--- config.mk ---
export PLATFORM = sky130hd
export DESIGN_NAME = mul_share_arbiter
export DESIGN_NICKNAME = d
export VERILOG_FILES = /design/src/rtl/mul_share_arbiter_pkg.sv /design/src/rtl/mul_share_arbiter_rr_pick.sv /design/src/rtl/mul_share_arbiter.sv
export SDC_FILE = /design/constraint.sdc
export NUM_CORES = 1
export LEC_CHECK = 0
export BUFFER_PORTS_ARGS = -buffer_cell sky130_fd_sc_hd__buf_4
export CORE_ASPECT_RATIO = 0.75
export CORE_MARGIN = 4
export CORE_UTILIZATION = 48
export CTS_BUF_LIST = sky130_fd_sc_hd__clkbuf_4 sky130_fd_sc_hd__clkbuf_8
export DETAILED_ROUTE_END_ITERATION = 8
export PLACE_DENSITY = 0.8
export SETUP_SLACK_MARGIN = 0.4
export SYNTH_ARGS = -nofsm -noshare
export SYNTH_HDL_FRONTEND = slang
export SYNTH_SLANG_ARGS = --single-unit
--- constraint.sdc ---
create_clock -name clk -period 1.96 [get_ports clk]
set_input_delay 0.392 -clock clk [delete_from_list [all_inputs] [get_ports clk]]
set_output_delay 0.392 -clock clk [all_outputs]
set_load 0.02 [all_outputs]
--- src/rtl/mul_share_arbiter_pkg.sv ---
// mul_share_arbiter_pkg: state encodings and default widths for the shared multiplier arbiter
package mul_share_arbiter_pkg;
  typedef enum logic [1:0] {IDLE = 2'd0, RUN = 2'd1, RESP = 2'd2} state_t;
  localparam int NREQ_D = 2;
  localparam int W_D = 16;
  localparam int TIMEOUT_D = 64;
endpackage

--- src/rtl/mul_share_arbiter_rr_pick.sv ---
// mul_share_arbiter_rr_pick: first set request at or above ptr, searching upward with wrap
module mul_share_arbiter_rr_pick #(
  parameter int NREQ = 2
) (
  input  logic [NREQ-1:0] req,
  input  logic [1:0]      ptr,
  output logic            any,
  output logic [1:0]      idx
);
  logic [3:0] r4;
  logic [1:0] j;
  assign r4 = 4'(req);
  assign any = |req;
  // Walk offsets from farthest to nearest so the nearest set bit wins.
  always_comb begin
    idx = '0;
    j = '0;
    for (int i = NREQ - 1; i >= 0; i--) begin
      j = 2'((int'(ptr) + i) % NREQ);
      if (r4[j]) idx = j;
    end
  end
endmodule

--- src/rtl/mul_share_arbiter.sv ---
// mul_share_arbiter: round-robin sharing of one multi-cycle multiplier among NREQ controllers,
// with a timeout that aborts a multiplier that never raises done.
module mul_share_arbiter
  import mul_share_arbiter_pkg::*;
#(
  parameter int NREQ = NREQ_D,
  parameter int W = W_D,
  parameter int TIMEOUT = TIMEOUT_D
) (
  input  logic              clk,
  input  logic              reset,
  input  logic [NREQ-1:0]   req,
  input  logic [NREQ*W-1:0] a_in,
  input  logic [NREQ*W-1:0] b_in,
  output logic [NREQ-1:0]   ack,
  output logic [2*W-1:0]    result,
  output logic              err,
  output logic              busy,
  output logic [1:0]        grant_id,
  output logic [W-1:0]      mul_a,
  output logic [W-1:0]      mul_b,
  output logic              mul_reset,
  input  logic              mul_done,
  input  logic [2*W-1:0]    mul_p
);
  localparam int CW = $clog2(TIMEOUT);
  state_t state, state_nx;
  logic [1:0] ptr, idx;
  logic any, tmo;
  logic [CW-1:0] cnt;
  mul_share_arbiter_rr_pick #(.NREQ(NREQ)) u_pick (.req(req), .ptr(ptr), .any(any), .idx(idx));
  assign tmo = cnt == CW'(TIMEOUT - 1);
  assign busy = state != IDLE;
  assign mul_reset = state != RUN;
  always_comb begin
    state_nx = state == IDLE ? (any ? RUN : IDLE)
             : state == RUN  ? ((mul_done || tmo) ? RESP : RUN)
             : IDLE;
  end
  always_ff @(posedge clk) begin
    if (reset) begin
      state <= IDLE;
      ptr <= '0;
      ack <= '0;
      err <= 1'b0;
      result <= '0;
      grant_id <= '0;
      mul_a <= '0;
      mul_b <= '0;
      cnt <= '0;
    end else begin
      state <= state_nx;
      ack <= '0;
      if (state == IDLE && any) begin
        grant_id <= idx;
        mul_a <= a_in[idx*W +: W];
        mul_b <= b_in[idx*W +: W];
        cnt <= '0;
      end
      // Done takes priority over a timeout landing in the same cycle.
      if (state == RUN) begin
        cnt <= cnt + 1'b1;
        if (mul_done || tmo) begin
          result <= mul_done ? mul_p : '0;
          err <= !mul_done;
          ack <= NREQ'(1) << grant_id;
        end
      end
      if (state == RESP) ptr <= grant_id == 2'(NREQ - 1) ? 2'd0 : grant_id + 2'd1;
    end
  end
endmodule

==> results of run 1 <==
Yosys cell counts, drive strengths merged:
| cell type | n | share of area [%] |
|---|---|---|
| dfxtp | 77 | 44 |
| a21oi | 70 | 10 |
| o211ai | 38 | 8.1 |
| nand3 | 37 | 5.3 |
| o21ai | 35 | 5.0 |
| nand3b | 33 | 7.1 |
| a311oi | 32 | 8.0 |
| clkbuf | 32 | 3.4 |
| buf | 19 | 2.8 |
| nor2 | 6 | 1.0 |
| nor2b | 5 | 0.89 |
| inv | 4 | 0.43 |
| nand2 | 3 | 0.32 |
| or3 | 3 | 0.53 |
| a31oi | 2 | 0.36 |
| nand2b | 2 | 0.36 |
| a211oi | 1 | 0.21 |
| and2b | 1 | 0.21 |
| and3b | 1 | 0.25 |
| conb | 1 | 0.11 |
| ha | 1 | 0.36 |
| nand4b | 1 | 0.43 |
| nor3b | 1 | 0.21 |
| o21a | 1 | 0.21 |
| o31ai | 1 | 0.21 |
| or2 | 1 | 0.18 |
| or4 | 1 | 0.21 |
cell families (layout without fill, tap and decap cells):
| kind of cell | Yosys count | in the layout |
|---|---|---|
| DFF | 77 | 77 |
| and+or+nand+nor | 95 | 95 |
| other | 1 | 1 |
| adders and majority gates | 1 | 1 |
| buffers and inverters | 55 | 209 |
| AOI/OAI and AO/OA | 180 | 180 |
through the flow:
step | power [W] | cell area (sq um)
CTS | 0.00380 | 5030
detailed placement | 0.00272 | 4830
global route | 0.00394 | 5040
floorplan | 0.00229 | 3510
global placement | 0.00270 | 4830
finish | 0.00378 | 5040
power by group:
part / leakage [nW] / internal (W) / switching (W)
logic: 1.32 / 0.000437 / 0.000505
clock network: 0.0931 / 0.000511 / 0.000574
registers: 0.633 / 0.00168 / 0.0000725
cell type report:
type                    instances  area [sq um]  share of cell area [%]
multi-input cells             277          1750                    34.6
repair buffers                189          1440                    28.4
clock inverters                 5          35.0                   0.694
well taps                      98           123                    2.43
inverters                       4          15.0                   0.298
clock buffers                  11           145                    2.88
flip-flops and latches         77          1550                    30.7
state kept, by name, indices dropped and copies added, names as in the netlist:
name / count
ack: 2
mul_b: 16
state: 2
grant_id: 1
err: 1
result: 32
ptr: 1
mul_a: 16
cnt: 6
path summary, 6_finish.rpt:
check                       from                       to  slack [ns]  cells past startpoint
max          state[1]$_SDFF_PP0_                mul_reset        0.44                      3
min                    mul_p[16]  result[16]$_SDFFE_PP0P_        0.31                      3
max reg2reg  cnt[3]$_SDFFE_PP0P_        ack[0]$_SDFF_PP0_        0.47                      4
min reg2reg     err$_SDFFE_PP0P_         err$_SDFFE_PP0P_        0.50                      1
worst min-delay path, stage by stage:
cell	delay, ns
sky130_fd_sc_hd__buf_4	0.11
sky130_fd_sc_hd__nand3_1	0.06
sky130_fd_sc_hd__a21oi_1	0.06
per-layer routing:
| layer | up-vias | track usage (%) |
|---|---|---|
| met4 | 0 | 7.41 |
| li1 | 1851 | - |
| met3 | 19 | 9.27 |
| met1 | 1794 | 28.5 |
| met2 | 144 | 39.8 |
| met5 | - | 0 |
repair_timing:
action	4_1_cts	5_1_grt
pin swaps	0	0
gates resized for setup	3	3
cloned	0	0
buffers inserted	1	1
setup endpoints to repair	25	2
==> results.sh, run 1 <==
export IMPL_combinational_family_with_the_most_area_after_synthesis="compound AO/OA/AOI/OAI gates"
export IMPL_portBuffers=170
export IMPL_commonest_cells_after_routing_fill_and_taps_aside="sky130_fd_sc_hd__buf_4, sky130_fd_sc_hd__dfxtp_1, sky130_fd_sc_hd__a21oi_1, sky130_fd_sc_hd__o211ai_1, sky130_fd_sc_hd__nand3_1"
export IMPL_vdd_ir_drop_worst_mv=0.488
export IMPL_cpLargestDelayFamily="flip-flops"
export IMPL_detail_route_iter0_violations=226
export IMPL_final_gp_congestion=0.805
export IMPL_floorplan_initialDensity_pct=50.4
export IMPL_fillerInstances=567
export IMPL_top_layer_used="met4"
export IMPL_relative_slew_margins_pct=58.1
export IMPL_crit_arrival_ns=1.13
export IMPL_postLayoutCoreUtil_pct=72.5
export IMPL_core_area_sq_mm=0.00696
export IMPL_overall_die_width_um=107
export IMPL_routed_wl_met2_mm=5.11
export IMPL_wire_per_inst_um=16.4
export IMPL_post_synth_num_cell_types=33
export IMPL_std_cell_rows=26
export IMPL_slew_violations=0
export IMPL_final_common_cell="sky130_fd_sc_hd__buf_4"
export IMPL_total_length_of_routed_met3_wires_mm=1.02
export IMPL_remaining_drc_errors=0
export IMPL_mux_share_of_post_synthesis_cell_area_pct=0
export IMPL_cap_viol_max_count=0
export IMPL_worst_slack_placed_ns=0.329
export IMPL_timing_critical_path_cells="and2b_2 -> inv_2 -> buf_6"
export IMPL_status="finished, final reports clean"
export IMPL_synth_area_sq_mm=0.00351
export IMPL_endpoint_kind="output port"
export IMPL_finalHoldViolCount=0
export IMPL_grt_ovfl_total=0
export IMPL_fraction_of_the_yosys_area_taken_by_sequential_cells_pct=43.9
export IMPL_ioPinCount=172
export IMPL_die_y_um=82.1
export IMPL_period_share_pct=77.8
export IMPL_via_per_instance_ratio=5.76
export IMPL_class_of_the_tightest_hold_or_removal_check="in -> reg"
export IMPL_grt_pass1_vias=3637
export IMPL_synth_nets=511
export IMPL_vias=3808
export IMPL_detailedPlacementHpwl_mm=7.78
export IMPL_crit_start_category="flip-flop"
export IMPL_timing_critical_path_slowest_stage_cell="sky130_fd_sc_hd__dfxtp_4"
export IMPL_post_synth_inst_count=409
export IMPL_timing_hold_ws_ns=0.313
export IMPL_cpPeakStageDelay_ns=0.38
export IMPL_wl_met1_mm=4.51
export IMPL_grt_first_pass_wirelength_mm=17.0
export IMPL_ant_nets=0
export IMPL_diodes=0
export IMPL_post_synthesis_sequential_element_count=77
export IMPL_cts_max_path_buffers=2
export IMPL_clock_sinks=77
export IMPL_detail_route_wirelength_mm=10.8
export IMPL_detailedRoute_firstPassIterationCount=5
export IMPL_layout_area_growth_over_synthesis_pct=43.6
export IMPL_cts_inserted_buffers=9
export IMPL_worst_skew_pair_late_latency_ns=0.35
export IMPL_cp_data_required_time_ns=1.57
export IMPL_clock_tree_from_tritoncts="built"
export IMPL_grt_setup_unrepaired="yes"
export IMPL_fin_skew_ns=0.0106
export IMPL_clock_transition_at_the_register_clock_pins_on_the_worst_setup_and_hold_paths_after_cts_ns=0.08
export IMPL_grtUsageTotal_pct=23.8
export IMPL_antenna_found_initial=0
export IMPL_fmaxAchievable_mhz=656
export IMPL_post_place_cells=643
export IMPL_synth_compound_area_share_pct=32.1
export IMPL_die_area_sq_mm=0.00876
export IMPL_ys_warn_count=0
export IMPL_cts_htree_levels=3
export IMPL_critical_path_peak_fanout=5
export IMPL_synthXorXnorAreaFrac_pct=0
export IMPL_num_nets_final=660
export IMPL_fin_setup_tns_ns=0
export IMPL_grt_start_max_net_pins=65
export IMPL_syn_mean_instance_area_sq_um=8.59
export IMPL_final_layout_size_suffix_gt1_share_pct=38.2
export IMPL_synth_adder_area_share_pct=0.356
export IMPL_buffer_type_at_the_clock_tree_root="sky130_fd_sc_hd__clkbuf_8"
export IMPL_yosys_area_share_simple_pct=16.9
export IMPL_report_final_setup_viol=0
export IMPL_final_cells=661
export IMPL_timing_final_ws_setup_ns=0.435
export IMPL_worst_pin_slew_ns=0.628
export IMPL_final_min_clock_period_ns=1.52
export IMPL_critPathKind="reg -> out"
export IMPL_p_leak_nw=2.05
export IMPL_ctsHoldBuffers=0
export IMPL_p_per_area_mw_per_mm2=749
export IMPL_worst_path_buf_inv=2
(Power assumes the default switching activity.)
==> inputs of run 2 (changes only) <==
--- a/config.mk
+++ b/config.mk
@@ -8,10 +8,10 @@
 export BUFFER_PORTS_ARGS = -buffer_cell sky130_fd_sc_hd__buf_4
 export CORE_ASPECT_RATIO = 0.75
 export CORE_MARGIN = 4
-export CORE_UTILIZATION = 48
+export CORE_UTILIZATION = 43
 export CTS_BUF_LIST = sky130_fd_sc_hd__clkbuf_4 sky130_fd_sc_hd__clkbuf_8
 export DETAILED_ROUTE_END_ITERATION = 8
-export PLACE_DENSITY = 0.8
+export PLACE_DENSITY = 0.76
 export SETUP_SLACK_MARGIN = 0.4
 export SYNTH_ARGS = -nofsm -noshare
 export SYNTH_HDL_FRONTEND = slang
==> constraint.sdc (replaced) <==
create_clock -name clk -period 1.4 [get_ports clk]
set_input_delay 0.28 -clock clk [delete_from_list [all_inputs] [get_ports clk]]
set_output_delay 0.28 -clock clk [all_outputs]
set_load 0.02 [all_outputs]
==> run 2 against run 1 <==
  * The run now ends with setup timing left
  * Non-clock buffer count grew 103
  * Total power is 83% higher
  * Setup slack lost 0.55 ns
  * Critical path depth stayed put
  * Routed wire length rose by 75%
  * Via count is 30% higher
  * Clock power rose by 80%
  * Clock skew rose by 0.0038 ns
  * Core utilization grew 18 points
  * Final cell count increased by 17%
  * Sequential share of layout area down 7.5 points
  * Cell area grew 41%
==> results.sh, run 2 (synthesis results as in run 1) <==
export IMPL_status="finished with violations"
export IMPL_failing_checks="setup timing"
export IMPL_finalHoldViolCount=0
export IMPL_worst_skew_pair_late_latency_ns=0.37
export IMPL_grt_met2_usage_pct=52.3
export IMPL_timing_hold_ws_ns=0.135
export IMPL_vdd_ir_drop_worst_mv=0.689
export IMPL_class_of_the_tightest_hold_or_removal_check="in -> reg"
export IMPL_commonest_cells_after_routing_fill_and_taps_aside="sky130_fd_sc_hd__buf_4, sky130_fd_sc_hd__buf_6, sky130_fd_sc_hd__dfxtp_2, sky130_fd_sc_hd__o211ai_1, sky130_fd_sc_hd__nand3_1"
export IMPL_cts_htree_levels=3
export IMPL_clock_sinks=77
export IMPL_whs_path_depth=2
export IMPL_cpLargestDelayFamily="simple AND/OR/NAND/NOR gates"
export IMPL_endpoint_kind="flip-flop"
export IMPL_reg_top3="result x32, mul_a x16, mul_b x16"
export IMPL_fmaxAchievable_mhz=660
export IMPL_grt_setup_unrepaired="yes"
export IMPL_met3_usage_pct=7.05
export IMPL_fin_skew_ns=0.0144
export IMPL_portBuffers=170
export IMPL_vias=4958
export IMPL_grt_ovfl_total=0
export IMPL_clock_tree_from_tritoncts="built"
export IMPL_period_share_pct=108
export IMPL_grt_start_max_net_pins=34
export IMPL_num_nets_final=764
export IMPL_timing_rr_start="cnt[2]$_SDFFE_PP0P_"
export IMPL_wire_per_inst_um=24.6
export IMPL_cap_viol_max_count=0
export IMPL_cts_inserted_buffers=9
export IMPL_hold_path_end="result[23]$_SDFFE_PP0P_"
export IMPL_worstHoldStart="reset"
export IMPL_overall_die_width_um=112
export IMPL_report_final_setup_viol=26
export IMPL_final_common_cell="sky130_fd_sc_hd__buf_4"
export IMPL_r2r_end="cnt[3]$_SDFFE_PP0P_"
export IMPL_fin_total_pwr_w=0.00693
export IMPL_die_area_sq_mm=0.00969
export IMPL_worst_path_buf_inv=0
export IMPL_clock_transition_at_the_register_clock_pins_on_the_worst_setup_and_hold_paths_after_cts_ns=0.09
export IMPL_ioPinCount=172
export IMPL_critPathKind="reg -> reg"
export IMPL_met1_resource_use_gr_pct=40.7
export IMPL_floorplan_initialDensity_pct=44.4
export IMPL_timing_critical_path_slowest_stage_cell="sky130_fd_sc_hd__or3_4"
export IMPL_timing_final_ws_setup_ns=-0.116
export IMPL_top_reg_by_flops="result"
export IMPL_detailedPlacementHpwl_mm=7.75
export IMPL_cp_data_required_time_ns=1.67
export IMPL_worst_slack_placed_ns=-0.138
export IMPL_cpPeakStageDelay_ns=0.48
export IMPL_worst_r2r_cell_count=3
export IMPL_slew_violations=0
export IMPL_fillerInstances=295
export IMPL_buffer_type_at_the_clock_tree_root="sky130_fd_sc_hd__clkbuf_8"
export IMPL_crit_start_category="flip-flop"
export IMPL_cts_max_path_buffers=2
export IMPL_final_gp_congestion=0.768
export IMPL_grt_pass1_vias=4618
export IMPL_remaining_drc_errors=0
export IMPL_p_leak_nw=2.96
export IMPL_crit_arrival_ns=1.79
export IMPL_grtUsageTotal_pct=32.0
export IMPL_postLayoutCoreUtil_pct=90.0
export IMPL_p_per_area_mw_per_mm2=973
export IMPL_layout_area_growth_over_synthesis_pct=103
export IMPL_detail_route_iter0_violations=632
export IMPL_detail_route_wirelength_mm=19.0
export IMPL_busiest_layer="met2"
export IMPL_via_per_instance_ratio=6.43
export IMPL_final_min_clock_period_ns=1.52
export IMPL_regToRegSetupSlack_ns=-0.12
export IMPL_post_dp_cell_area_sq_mm=0.00508
export IMPL_die_y_um=86.3
export IMPL_antenna_found_initial=0
export IMPL_final_layout_size_suffix_gt1_share_pct=68.3
export IMPL_grt_first_pass_wirelength_mm=24.8
export IMPL_diodes=0
export IMPL_std_cell_rows=28
export IMPL_ant_nets=0
export IMPL_largest_register_ff_count=32
export IMPL_timing_critical_path_cells="nand3_1 -> or3_4 -> a31oi_1"
export IMPL_detailedRoute_firstPassIterationCount=6
export IMPL_core_area_sq_mm=0.00792
export IMPL_stdcell_area_sq_mm=0.00712
export IMPL_critical_path_peak_fanout=6
[run 2: cell types whose count changed in the layout (fill, tap and decap cells not counted), sizes merged]
cell	change
buf	+102
bufinv	+2
clkinv	-2
bufbuf	+1
inv	-1
nor2	+1
[run 2: final cells by class]
cell class | instances | area (sq um) | share of cell area [%]
clock buffers | 11 | 145 | 2.04
clock inverters | 4 | 72.6 | 1.02
inverters | 4 | 20.0 | 0.281
multi-input cells | 278 | 2110 | 29.6
flip-flops and latches | 77 | 1650 | 23.2
well taps | 105 | 131 | 1.84
repair buffers | 292 | 3000 | 42.1
[run 2: routing by layer]
layer,wire length [um],vias to the layer above
li1,-,2066
met1,6990,2344
met2,8950,452
met3,2150,96
met4,870,0
met5,0,-
[run 2: worst max-delay path by stage]
stage	startpoint	endpoint	slack, ns	cells past startpoint
after floorplan	state[1]$_SDFF_PP0_	cnt[4]$_SDFFE_PP0P_	0.24	4
after CTS	state[1]$_SDFF_PP0_	mul_reset	-0.03	3
final	cnt[2]$_SDFFE_PP0P_	cnt[3]$_SDFFE_PP0P_	-0.12	3
after global routing	state[1]$_SDFF_PP0_	cnt[4]$_SDFFE_PP0P_	-0.11	5
after detailed placement	state[0]$_SDFF_PP0_	mul_b[7]$_SDFFE_PP0P_	-0.14	4
after global placement	state[0]$_SDFF_PP0_	mul_a[0]$_SDFFE_PP0P_	-0.09	4
[run 2: power by group]
part           total [W]  internal (W)  switching, W  leakage, nW
Clock            0.00194       0.00106      0.000879        0.109
Sequential       0.00252       0.00238      0.000143        0.663
Combinational    0.00246       0.00133       0.00113         2.18
[run 2: through the flow]
step | TNS, ns | instances
detailed placement | -3.57 | 654
floorplan | 0 | 409
finish | -1.09 | 771
global placement | -2.69 | 654
global route | -2.09 | 771
CTS | -0.262 | 738
[run 2: worst register-to-register path: stages, from the launching register on]
cell and delay, ns:
sky130_fd_sc_hd__dfxtp_2 0.45, sky130_fd_sc_hd__nand3_1 0.30, sky130_fd_sc_hd__or3_4 0.48, sky130_fd_sc_hd__a31oi_1 0.19
[run 2: what timing repair did]
| item | 4_1_cts | 5_1_grt |
|---|---|---|
| setup buffers | 55 | 32 |
| setup endpoints to repair | 146 | 147 |
| gates resized for setup | 191 | 51 |
| cloned | 14 | 1 |
| hold buffers | 0 | 0 |
| pin swaps | 65 | 42 |
